--- src/rtl/ppt_ctrl_pkg.sv ---
// Shared types and constants for the presentation-controller key debouncer.
package ppt_ctrl_pkg;

    typedef enum logic [1:0] {
        StIdle,
        StConfirmPress,
        StPressed,
        StConfirmRelease
    } key_state_e;

    localparam int unsigned KEY_NEXT = 0;
    localparam int unsigned KEY_PREV = 1;
    localparam int unsigned NUM_KEYS = 2;

    localparam int unsigned CNT_W  = 4;
    localparam int unsigned HOLD_W = 8;

endpackage

--- src/rtl/debounce_channel.sv ---
// One key's debounce FSM; auto-repeat added when KEY_DEBOUNCER_AUTOREPEAT_EN is defined.
module debounce_channel
    import ppt_ctrl_pkg::*;
#(
    parameter int unsigned DEBOUNCE_SAMPLES = 4,
    parameter int unsigned REPEAT_DELAY     = 32,
    parameter int unsigned REPEAT_PERIOD    = 8
) (
    input  logic clk,
    input  logic rst_n,
    input  logic sample_en,
    input  logic key_level,
    output logic press_pulse,
    output logic btn_state
);

    localparam logic [CNT_W-1:0] DsCnt = CNT_W'(DEBOUNCE_SAMPLES);

    key_state_e       state_q, state_d;
    logic [CNT_W-1:0] cnt_q, cnt_d, cnt_inc;
    logic             accept;
    logic             pulse_q, pulse_d;

    assign cnt_inc = (cnt_q >= DsCnt) ? cnt_q : cnt_q + CNT_W'(1);

    always_comb begin
        state_d = state_q;
        cnt_d   = cnt_q;
        accept  = 1'b0;
        if (sample_en) begin
            unique case (state_q)
                StIdle: begin
                    if (key_level) begin
                        if (DEBOUNCE_SAMPLES == 1) begin
                            state_d = StPressed;
                            cnt_d   = '0;
                            accept  = 1'b1;
                        end else begin
                            state_d = StConfirmPress;
                            cnt_d   = CNT_W'(1);
                        end
                    end
                end
                StConfirmPress: begin
                    if (!key_level) begin
                        state_d = StIdle;
                        cnt_d   = '0;
                    end else if (cnt_inc == DsCnt) begin
                        state_d = StPressed;
                        cnt_d   = '0;
                        accept  = 1'b1;
                    end else begin
                        cnt_d = cnt_inc;
                    end
                end
                StPressed: begin
                    if (!key_level) begin
                        if (DEBOUNCE_SAMPLES == 1) begin
                            state_d = StIdle;
                            cnt_d   = '0;
                        end else begin
                            state_d = StConfirmRelease;
                            cnt_d   = CNT_W'(1);
                        end
                    end
                end
                StConfirmRelease: begin
                    if (key_level) begin
                        state_d = StPressed;
                        cnt_d   = '0;
                    end else if (cnt_inc == DsCnt) begin
                        state_d = StIdle;
                        cnt_d   = '0;
                    end else begin
                        cnt_d = cnt_inc;
                    end
                end
                default: begin
                    state_d = StIdle;
                    cnt_d   = '0;
                end
            endcase
        end
    end

`ifdef KEY_DEBOUNCER_AUTOREPEAT_EN
    localparam logic [HOLD_W-1:0] DelayCnt  = HOLD_W'(REPEAT_DELAY);
    localparam logic [HOLD_W-1:0] PeriodCnt = HOLD_W'(REPEAT_PERIOD);

    // hold_q counts toward the first delay, then reloads for each repeat period
    logic [HOLD_W-1:0] hold_q, hold_d, hold_inc;
    logic              rep_q, rep_d;
    logic              repeat_hit;

    assign hold_inc = hold_q + HOLD_W'(1);

    always_comb begin
        hold_d     = hold_q;
        rep_d      = rep_q;
        repeat_hit = 1'b0;
        if (accept) begin
            hold_d = '0;
            rep_d  = 1'b0;
        end else if (sample_en && (state_q == StPressed) && key_level) begin
            if (hold_inc == (rep_q ? PeriodCnt : DelayCnt)) begin
                repeat_hit = 1'b1;
                hold_d     = '0;
                rep_d      = 1'b1;
            end else begin
                hold_d = hold_inc;
            end
        end
    end

    always_ff @(posedge clk or negedge rst_n) begin
        if (!rst_n) begin
            hold_q <= '0;
            rep_q  <= 1'b0;
        end else begin
            hold_q <= hold_d;
            rep_q  <= rep_d;
        end
    end

    assign pulse_d = accept | repeat_hit;
`else
    logic unused_repeat_cfg;
    assign unused_repeat_cfg = ^{HOLD_W'(REPEAT_DELAY), HOLD_W'(REPEAT_PERIOD)};

    assign pulse_d = accept;
`endif

    always_ff @(posedge clk or negedge rst_n) begin
        if (!rst_n) begin
            state_q <= StIdle;
            cnt_q   <= '0;
            pulse_q <= 1'b0;
        end else begin
            state_q <= state_d;
            cnt_q   <= cnt_d;
            pulse_q <= pulse_d;
        end
    end

    assign press_pulse = pulse_q;
    assign btn_state   = (state_q == StPressed) || (state_q == StConfirmRelease);

endmodule

--- src/rtl/key_debouncer.sv ---
// Two-key debouncer: shared tick synchronizer/edge detect feeding two debounce channels.
// Optional auto-repeat enabled by defining KEY_DEBOUNCER_AUTOREPEAT_EN.
module key_debouncer
    import ppt_ctrl_pkg::*;
#(
    parameter int unsigned DEBOUNCE_SAMPLES = 4,
    parameter int unsigned REPEAT_DELAY     = 32,
    parameter int unsigned REPEAT_PERIOD    = 8
) (
    input  logic                clk,
    input  logic                rst_n,
    input  logic                tick_in,
    input  logic [NUM_KEYS-1:0] btn_in,
    output logic [NUM_KEYS-1:0] press_pulse,
    output logic [NUM_KEYS-1:0] btn_state
);

    logic [1:0]          tick_sync_q;
    logic                tick_prev_q;
    logic [NUM_KEYS-1:0] btn_sync1_q, btn_sync2_q;
    logic                sample_en;

    always_ff @(posedge clk or negedge rst_n) begin
        if (!rst_n) begin
            tick_sync_q <= '0;
            tick_prev_q <= 1'b0;
            btn_sync1_q <= '0;
            btn_sync2_q <= '0;
        end else begin
            tick_sync_q <= {tick_sync_q[0], tick_in};
            tick_prev_q <= tick_sync_q[1];
            btn_sync1_q <= btn_in;
            btn_sync2_q <= btn_sync1_q;
        end
    end

    assign sample_en = tick_sync_q[1] & ~tick_prev_q;

    debounce_channel #(
        .DEBOUNCE_SAMPLES(DEBOUNCE_SAMPLES),
        .REPEAT_DELAY    (REPEAT_DELAY),
        .REPEAT_PERIOD   (REPEAT_PERIOD)
    ) u_chan_next (
        .clk        (clk),
        .rst_n      (rst_n),
        .sample_en  (sample_en),
        .key_level  (btn_sync2_q[KEY_NEXT]),
        .press_pulse(press_pulse[KEY_NEXT]),
        .btn_state  (btn_state[KEY_NEXT])
    );

    debounce_channel #(
        .DEBOUNCE_SAMPLES(DEBOUNCE_SAMPLES),
        .REPEAT_DELAY    (REPEAT_DELAY),
        .REPEAT_PERIOD   (REPEAT_PERIOD)
    ) u_chan_prev (
        .clk        (clk),
        .rst_n      (rst_n),
        .sample_en  (sample_en),
        .key_level  (btn_sync2_q[KEY_PREV]),
        .press_pulse(press_pulse[KEY_PREV]),
        .btn_state  (btn_state[KEY_PREV])
    );

endmodule

--- config.mk ---
export PLATFORM = sky130hd
export DESIGN_NAME = key_debouncer
export DESIGN_NICKNAME = d
export VERILOG_FILES = /design/src/rtl/ppt_ctrl_pkg.sv /design/src/rtl/debounce_channel.sv /design/src/rtl/key_debouncer.sv
export SDC_FILE = /design/constraint.sdc
export NUM_CORES = 1
export LEC_CHECK = 0
export CAP_MARGIN = 20
export CORE_ASPECT_RATIO = 1.5
export CORE_UTILIZATION = 30
export CTS_CLUSTER_DIAMETER = 80
export CTS_CLUSTER_SIZE = 10
export DETAILED_ROUTE_END_ITERATION = 12
export SLEW_MARGIN = 5
export SYNTH_ARGS = -nofsm -noshare
export SYNTH_HDL_FRONTEND = slang
export SYNTH_SLANG_ARGS = --single-unit
export TNS_END_PERCENT = 10
--- constraint.sdc ---
create_clock -name clk -period 4.9 [get_ports clk]
set_clock_uncertainty 0.2 [all_clocks]
set_input_delay 0.98 -clock clk [delete_from_list [all_inputs] [get_ports clk]]
set_output_delay 0.98 -clock clk [all_outputs]
set_load 0.03 [all_outputs]
# Word level (Yosys, flattened, before mapping)

Index checks and enable logic that the tools add are counted.
W data, S select, Z words.

Memory bits (writable): 0
Latch bits: 0
Bits in read-only memories: 0
Register bits after elaboration: 21
Memories: 0
Output and inout port bits: 4

Reduce and logical (&&, ||, !) cells: 8
Div/mod/pow operators: 0
Eq/ne operators: 16
Magnitude comparators: 2
Bitwise gates (word level): 2
Add/subtract/negate cells: 2
Shift-type cells: 0
$mul: 0
Multiplexer cells: 36

Operators by type and width:

| kind                  | count |
|---|---|
| $mux W4               | 12 |
| $pmux W4 S4           | 2 |
| $mux W2               | 12 |
| $pmux W2 S4           | 2 |
| $ne A3 B2 Y1 const B  | 4 |
| $reduce_and A5 Y1     | 2 |
| $add A4 B1 Y4 const B | 2 |
| $eq A2 B2 Y1 const B  | 4 |
| $eq A4 B3 Y1 const B  | 2 |
| $ge A4 B3 Y1 const B  | 2 |
| $mux W1               | 8 |
| $ne A2 B2 Y1 const B  | 4 |
| $reduce_and A3 Y1     | 2 |
| $eq A2 B1 Y1 const B  | 2 |
| $logic_not A2 Y1      | 2 |
| $logic_or A1 B1 Y1    | 2 |
| $and A1 B1 Y1         | 1 |
| $not A1 Y1            | 1 |

# Longest topological paths before layout

Depth after elaboration: 7
Mapped depth: 4
Mapped depth without buffers: 4

# By module

Synthesis repeated with hierarchy kept, for this count alone.

Cells, all modules: 80
Area total of the unflattened synthesis: 973.4 µm²

By module, submodules not included:

| module                          | cells an instance | area each (µm²) | instances |
|---|---|---|---|
| debounce_channel at u_chan_next | 36                | 394.1           | 1 |
| debounce_channel at u_chan_prev | 36                | 390.4           | 1 |
| key_debouncer                   | 8                 | 188.9           | 1 |

# Least setup slack after synthesis

OpenSTA, ideal clock, no wires.

Path kind: register -> register
Start: register u_chan_prev.cnt_q[0]
End: register with a tool-made name
Slack: 3.026 ns
Period minus slack after synthesis: 1.874 ns
Setup time: 0.125 ns
Buffers on the path: 0
Stages on the path, launching flop included: 5
Data arrival time: 1.549 ns
Path through: dfrtp_1 > ha_1 > nor4bb_4 > o2111ai_2 > mux2_4

RTL lines:

| item                     | line                    | source |
|---|---|---|
| start: declaration       | debounce_channel.sv:20  | `logic [CNT_W-1:0] cnt_q, cnt_d, cnt_inc;` |
| start signal: assignment | debounce_channel.sv:140 | `cnt_q <= cnt_d;` |

==> impl_metrics.json <==
{
  "io_pins": 9,
  "total_power_uw": 568,
  "num_rows": 25,
  "drtIter0Drc": 5,
  "via_per_inst": 4.99,
  "portBuffers": 8,
  "worst_pin_slew_ps": 929,
  "fin_setup_tns_ps": 0,
  "firstDrtPassIters": 2,
  "cts_tree": "yes",
  "synth_area_per_cell_sq_um": 12.3,
  "die_w_um": 49.4,
  "min_period_ps": 2520,
  "clk_latency_ps": 250,
  "final.setup.worst_slack_ps": 2380,
  "final_cell_mix": "21 x dfrtp_1, 8 x clkdlybuf4s50_1, 5 x nor3b_1",
  "gp_congestion": 0.741,
  "ys_seq_area_share_pct": 51.9,
  "syn2layout_area_growth_pct": 13.1,
  "met3_usage_pct": 1.46,
  "clockRootBuffer": "clkbuf_8",
  "dieArea_sq_um": 3610,
  "path_buf_inv": 1,
  "finalNonFillerCells": 127,
  "drv_cap": 0,
  "routedWlPerCell_um": 12.3,
  "start_util_pct": 31.7,
  "dpl.cell_count": 123,
  "crit_slowest_cell": "clkdlybuf4s50_1",
  "synth_nets": 89,
  "preCtsSetupSlack_ps": 2580,
  "antennaDiodeCount": 0,
  "ys_ff_latch": 21,
  "postCtsHoldBufs": 0,
  "path_max_fanout": 4,
  "max-vdd-ir-drop_uv": 223,
  "cts_setup_buffers": 0,
  "syn_inst": 82,
  "cts_resized": 0,
  "grt_setup_unrepaired": "no",
  "cts_buffers": 3,
  "hp-class": "reg -> reg",
  "dp_hpwl_mm": 1.19,
  "crit_chain": "clkdlybuf4s50_1",
  "met1_usage_pct": 10.2,
  "grt_overflow": 0,
  "finalHoldViolCount": 0,
  "cp-start-kind": "flip-flop",
  "crit_type": "reg -> out",
  "cts_sinks": 21,
  "ant_nets": 0,
  "num_vias": 634,
  "cp_top_family": "buffers and inverters",
  "synth_edf_count": 0,
  "htreeDepth": 1,
  "placed_area_sq_um": 1100,
  "crit_arrival_ps": 1340,
  "top_usage_layer": "met2",
  "yosys_warnings": 0,
  "required_ps": 3720,
  "grt_max_degree": 22,
  "leakagePower_uw": 0.000464,
  "min_period_over_period_pct": 51.4,
  "grt_antenna_before_repair": 0,
  "syn_area_sq_um": 1010,
  "worst_setup_path_end_kind": "output pin",
  "final_area_sq_um": 1140,
  "drc_errors": 0,
  "finalWirelength_mm": 1.57,
  "grt_first_pass_wirelength_mm": 2.62,
  "die_h_um": 73.1,
  "cts_max_path_buffers": 2,
  "setup_violations": 0,
  "slew_headroom_pct": 38.0,
  "track_usage_pct": 9.43,
  "max_freq_mhz": 397,
  "first_global_vias": 605,
  "status": "finished clean",
  "met2_usage_pct": 17.7,
  "power_density_nw_per_um2": 496,
  "async_flop_share_pct": 100,
  "synthFlopType": "dfrtp_1",
  "clk_pin_slew_ps": 70,
  "nets": 95,
  "slew_violations": 0,
  "drive_gt1_share_pct": 16.1,
  "netlist-cell-type-count": 28,
  "coreArea_sq_um": 3190,
  "slowest_delay_ps": 690,
  "layout_commonest_cell": "dfrtp_1"
}
[cells by family after synthesis]
kind of cell | synth area share [%]
AO/OA/AOI/OAI | 18.8
buffers and inverters | 4.94
flip-flops | 51.9
multiplexers | 4.57
XOR/XNOR | 1.73
adder cells (fa/ha/maj) | 2.47
AND/OR/NAND/NOR | 15.6
[worst paths after layout]
| path | from | depth (start not counted) | slack (ps) | endpoint |
|---|---|---|---|---|
| worst max register to register | tick_sync_q[1]$_DFF_PN0_ | 3 | 2790 | flip-flop |
| worst max-delay path | flip-flop | 1 | 2380 | btn_state[0] |
| worst min-delay path | btn_sync1_q[1]$_DFF_PN0_ | 0 | 150 | btn_sync2_q[1]$_DFF_PN0_ |
| min in group asynchronous | rst_n | 1 | 1030 | u_chan_next.state_q[0]$_DFFE_PN0P_ |
| worst min register to register | btn_sync1_q[1]$_DFF_PN0_ | 0 | 150 | btn_sync2_q[1]$_DFF_PN0_ |
| max in group asynchronous | rst_n | 1 | 2930 | u_chan_prev.cnt_q[0]$_DFFE_PN0P_ |
[cell usage after synthesis (3+ instances only)]
| cell | count | share of area, % |
|---|---|---|
| nor2b_1 | 3 | 1.9 |
| buf_4 | 4 | 3.0 |
| dfrtp_1 | 21 | 52 |
| a31o_2 | 4 | 3.5 |
| o21ai_0 | 4 | 2.0 |
| nor3b_1 | 5 | 3.7 |
| a21oi_1 | 4 | 2.0 |
| nor2_1 | 4 | 1.5 |
[stage by stage]
| stage | hold slack, ps | util (%) |
|---|---|---|
| finish | 148 | 35.9 |
| global route | 154 | 35.9 |
| CTS | 152 | 35.9 |
| detailed placement | 136 | 34.5 |
| global placement | 136 | 34.5 |
| floorplan | 131 | - |
[layer usage]
| layer | wire length, um | vias up |
|---|---|---|
| li1 | - | 311 |
| met1 | 675 | 312 |
| met2 | 845 | 9 |
| met3 | 28 | 2 |
| met4 | 15 | 0 |
| met5 | 0 | - |
[where the power goes]
part | internal [uW] | switching, uW
combinational | 104 | 89.2
clock | 57.6 | 48.1
sequential | 212 | 56.8
total | 374 | 194
[registers in the layout (all words and copies together) (netlist names), named ones only]
register                 flops
btn_sync2_q                  2
u_chan_next.state_q          1
u_chan_prev.press_pulse      1
tick_prev_q                  1
u_chan_next.cnt_q            4
u_chan_prev.state_q          1
u_chan_next.press_pulse      1
u_chan_prev.cnt_q            4
btn_sync1_q                  2
tick_sync_q                  2
[layout make-up]
class	count	area (sq um)
fillers	326	2050
flip-flops and latches	21	526
multi-input cells	52	437
repair buffers	8	80.1
well taps	40	50.0
clock buffers	4	45.0
inverters	2	7.51
No activity file was read; power rests on OpenSTA's default activity.
==> edit 1, RTL diff (same flow settings) <==
The option `KEY_DEBOUNCER_AUTOREPEAT_EN` is turned on by a define.
--- a/src/rtl/debounce_channel.sv
+++ b/src/rtl/debounce_channel.sv
@@ -1,4 +1,6 @@
 // One key's debounce FSM; auto-repeat added when KEY_DEBOUNCER_AUTOREPEAT_EN is defined.
+`define KEY_DEBOUNCER_AUTOREPEAT_EN
+
 module debounce_channel
     import ppt_ctrl_pkg::*;
 #(
Behaviour: no difference found for any inputs over 10 cycles, from zero or initial values and one cycle with rst_n low; that may be too few to reach the edited logic, so the function may still have changed.
==> edit 1 against the original RTL <==
Sequential power increased by 55%; largest power group unchanged; clock power increased by 110%; power grew 45%; worst setup slack got worse by 0.23 ns; critical path depth up 3; cell area up 110%; wire length grew to 2.8 times the old value; first-iteration DRC count grew to 17 times the old value; via count grew to 2.7 times the old value; synthesized area rose by 120%; combinational power shrank 4%; sequential cell count rose by 18.
==> edit 1: results <==
group,metric,value,unit
final_layout,seqCellArea,976,um^2
routing,wl_met1,1.86,mm
pwr,powerDensity,342,mW/mm^2
logic_synthesis,netlist_top_cells_area,"dfrtp_1 (44%), nand2_1 (4.6%), nand3_1 (3.6%)",
routing,drt-vias-per-instance,5.14,
routing,drt_iter0_markers,83,
logic_synthesis,synth_common_cells,"dfrtp_1 (39), nand2_1 (27), nand3_1 (16), o21ai_1 (16), nor2_1 (12)",
logic_synthesis,yosysSeqAreaShare,44.2,%
routing,route.met3.wl,123,um
global_route,grt_pass1_vias,1678,
global_route,met3_usage,2.44,%
routing,postRouteWirelength,4.33,mm
logic_synthesis,ys_warn_count,0,
routing,wl_per_cell,13.0,um
global_route,grt_use_total,12.4,%
pwr,p_leak,1.04,nW
setup_path,crit_fanout,16,
routing,dr.pass1.iters,4,
final_layout,clkCellAreaFrac,3.68,%
global_route,grt_pass1_wl,7.57,mm
placement,dpl_cell_area,0.00232,mm^2
pwr,powerClk,0.221,mW
setup_path,slowest_delay,0.79,ns
global_route,met2_usage,22.5,%
final_layout,nClkBuffers,5,
final_layout,non_clock_inverter_count,5,
final_layout,multi_input_gates,176,
logic_synthesis,synth.avg_cell_area,9.35,um^2
final_layout,drive_gt1_share,7.63,%
logic_synthesis,ys_seq_elements,39,
final_layout,reg_top3,"u_chan_next.hold_q: 8 flops, u_chan_prev.hold_q: 8 flops",
placement,dp_hpwl,3.07,mm
setup_path,critPathTopFamily,"simple AND/OR/NAND/NOR gates",
pwr,internal_power,0.545,mW
global_route,grt_max_degree,40,
final_layout,n_fill_cell,712,
final_layout,multi_input_area,0.00113,mm^2
placement,place_congestion,0.790,
worst_hold_path,worstHoldStart,"btn_sync1_q[1]",
logic_synthesis,synthXorXnorAreaFrac,3.57,%
setup_path,rrSetupSlack,2.15,ns
final_layout,fin_nets,246,
logic_synthesis,synth.mux.area_fraction,1.47,%
floorplanning,core,0.00699,mm^2
logic_synthesis,synth_compound_area_share,19.1,%
final_layout,buffer_area_share,3.11,%
setup_path,crit_slowest_cell,"nor2b_1",
routing,topRoutingLayerUsed,"met4",
global_route,met1_usage,14.1,%
sta,fin_worst_hold_slack,0.151,ns
placement,dp_cells,325,
outcome,outcome,"completed",
routing,wl_met2,2.29,mm
logic_synthesis,synth-adder-area-share,3.85,%
clock_network,insertion_delay,0.30,ns
sta,tightest_slew,0.975,ns
pwr,seq-power,0.418,mW
logic_synthesis,synth_cell_types,52,
pwr,ir_drop,0.268,mV
clock_network,htree_num_levels,2,
edit 1: cell count changes in the layout (fill, tap and decap cells not counted), moves of 8 or more:
| cell | unedited run | this run |
|---|---|---|
| nor2_1 | 4 | 12 |
| o21ai_1 | 0 | 16 |
| nand3_1 | 0 | 16 |
| dfrtp_1 | 21 | 39 |
| nand2_1 | 0 | 27 |
edit 1: worst paths after layout:
check | end | depth (start not counted)
max in group asynchronous | asynchronous set/reset pin | 1
worst min register to register | btn_sync2_q[1] | 0
worst max register to register | u_chan_next.hold_q[5] | 4
min in group asynchronous | u_chan_prev.hold_q[2] | 1
worst max-delay path | u_chan_next.hold_q[5] | 4
worst min-delay path | btn_sync2_q[1] | 0
edit 1: stage by stage:
stage / total power [mW] / worst slack [ns]
final: 0.825 / 2.15
after CTS: 0.836 / 2.13
after global routing: 0.881 / 1.89
after detailed placement: 0.613 / 2.14
after global placement: 0.605 / 2.22
after floorplan: 0.564 / 2.78
==> edit 2, RTL diff (same flow settings) <==
Without the edit above. Encoding of `key_state_e`: now Gray code (2 bits for 4 states).
--- a/src/rtl/ppt_ctrl_pkg.sv
+++ b/src/rtl/ppt_ctrl_pkg.sv
@@ -2,10 +2,10 @@
 package ppt_ctrl_pkg;
 
     typedef enum logic [1:0] {
-        StIdle,
-        StConfirmPress,
-        StPressed,
-        StConfirmRelease
+        StIdle           = 2'b00,
+        StConfirmPress   = 2'b01,
+        StPressed        = 2'b11,
+        StConfirmRelease = 2'b10
     } key_state_e;
 
     localparam int unsigned KEY_NEXT = 0;
Formal check against the unedited RTL: same outputs for any inputs over 10 cycles, from zero or initial values and one cycle with rst_n low; not proved beyond that.
==> edit 2 against the original RTL <==
Critical path depth is 3 higher; sequential cell count stayed put; worst setup slack worse by 0.47 ns; synthesized area is 11% higher; wire length is 18% higher; cell area is 13% higher; power is 18% higher.
==> edit 2: results <==
group,metric,value,unit
routing,drt-vias-per-instance,4.90,
global_route,met3_usage,1.19,%
routing,postRouteWirelength,1.85,mm
routing,dr.pass1.iters,4,
logic_synthesis,synth.net_count,117,
logic_synthesis,synth_common_cells,"dfrtp_1 (21), ha_1 (10), a21oi_1 (8)",
clock_network,numCtsBuffers,3,
setup_path,crit_fanout,3,
logic_synthesis,netlist_top_cells_area,"dfrtp_1 (47%), ha_1 (11%), a21oi_1 (3.6%)",
routing,vias,749,
placement,place_congestion,0.731,
global_route,met2_usage,17.2,%
logic_synthesis,async_flop_share,100,%
logic_synthesis,yosysSeqAreaShare,46.6,%
pwr,p_leak,0.569,nW
final_layout,fin_nets,127,
clock_network,clockBufferDepth,2,
sta,tightest_slew,0.491,ns
global_route,grt_use_total,10.4,%
placement,dp_hpwl,1.36,mm
flow_run,cap_viol_max_count,0,
global_route,met1_usage,12.2,%
final_layout,drive_gt1_share,9.91,%
global_route,grt_pass1_vias,727,
clock_network,htree_num_levels,1,
outcome,outcome,"completed",
placement,dpl_worst_slack,2.19,ns
setup_path,rrSetupSlack,2.72,ns
pwr,ir_drop,0.269,mV
sta,finalCritPeriodShare,61.0,%
logic_synthesis,syn_inst,102,
global_route,grt_pass1_wl,3.11,mm
final_layout,reg_top3,"u_chan_next.cnt_q: 4 flops, u_chan_prev.cnt_q: 4 flops",
setup_path,worst-endpoint-arrival,1.81,ns
clock_network,clk_pin_slew,0.08,ns
edit 2: changes by cell type after synthesis, sizes merged, moves of 3 or more:
cell / change
a31oi: +3
inv: +5
ha: +8
nor3b: -4
a21oi: +4
nand2b: +4
a31o: -4
nand2: +3
edit 2: layout make-up:
class | instances | area (um^2)
Clock buffer | 4 | 45.0
Timing Repair Buffer | 9 | 95.1
Fill cell | 334 | 2190
Multi-Input combinational cell | 70 | 546
Inverter | 7 | 26.3
Sequential cell | 21 | 526
Tap cell | 42 | 52.6
edit 2: worst paths after layout:
check,cells after the start,to,start
min in group asynchronous,1,u_chan_next.cnt_q[0],rst_n
max in group asynchronous,2,u_chan_next.cnt_q[3],rst_n
min reg2reg,0,btn_sync2_q[0],btn_sync1_q[0]
max,4,btn_state[1],u_chan_prev.state_q[0]
min,0,btn_sync2_q[0],btn_sync1_q[0]
max reg2reg,6,u_chan_next.state_q[1],u_chan_next.state_q[0]
edit 2: metal layers:
metal  routed length, um  share of wire, %  vias up
met2                 961                52       15
met3                  48               2.6        2
li1                    -                 -      377
met5                   0                 0        -
met4                  25               1.4        0
met1                 809                44      355
edit 2: logic make-up (layout without fill, tap and decap cells):
logic type      after synthesis  in the layout  share of synthesized area [%]
simple gates                 28             28                           15.8
compound gates               26             26                           15.7
flops                        21             21                           46.6
buf+inv                      11             20                           4.99
fa+ha+maj                    10             10                           11.1
mux                           6              6                           5.88
edit 2: metrics by stage:
stage | util, % | cell area [um^2] | hold WS, ns
6_report | 37.1 | 1290 | 0.154
5_1_grt | 37.1 | 1290 | 0.157
4_1_cts | 36.6 | 1270 | 0.156
3_5_place_dp | 35.3 | 1230 | 0.139
3_3_place_gp | 35.3 | 1230 | 0.134
2_1_floorplan | - | 1130 | 0.131
edit 2: where the power goes:
part / leakage, nW / switching, mW / internal (mW)
combinational: 0.280 / 0.161 / 0.144
sequential: 0.266 / 0.0392 / 0.210
clock: 0.0228 / 0.0548 / 0.0579
edit 2: critical path: stages (launching register included):
cell and delay [ns]:
dfrtp_1 0.38, inv_1 0.08, ha_1 0.21, or2_2 0.29, clkdlybuf4s50_1 0.59
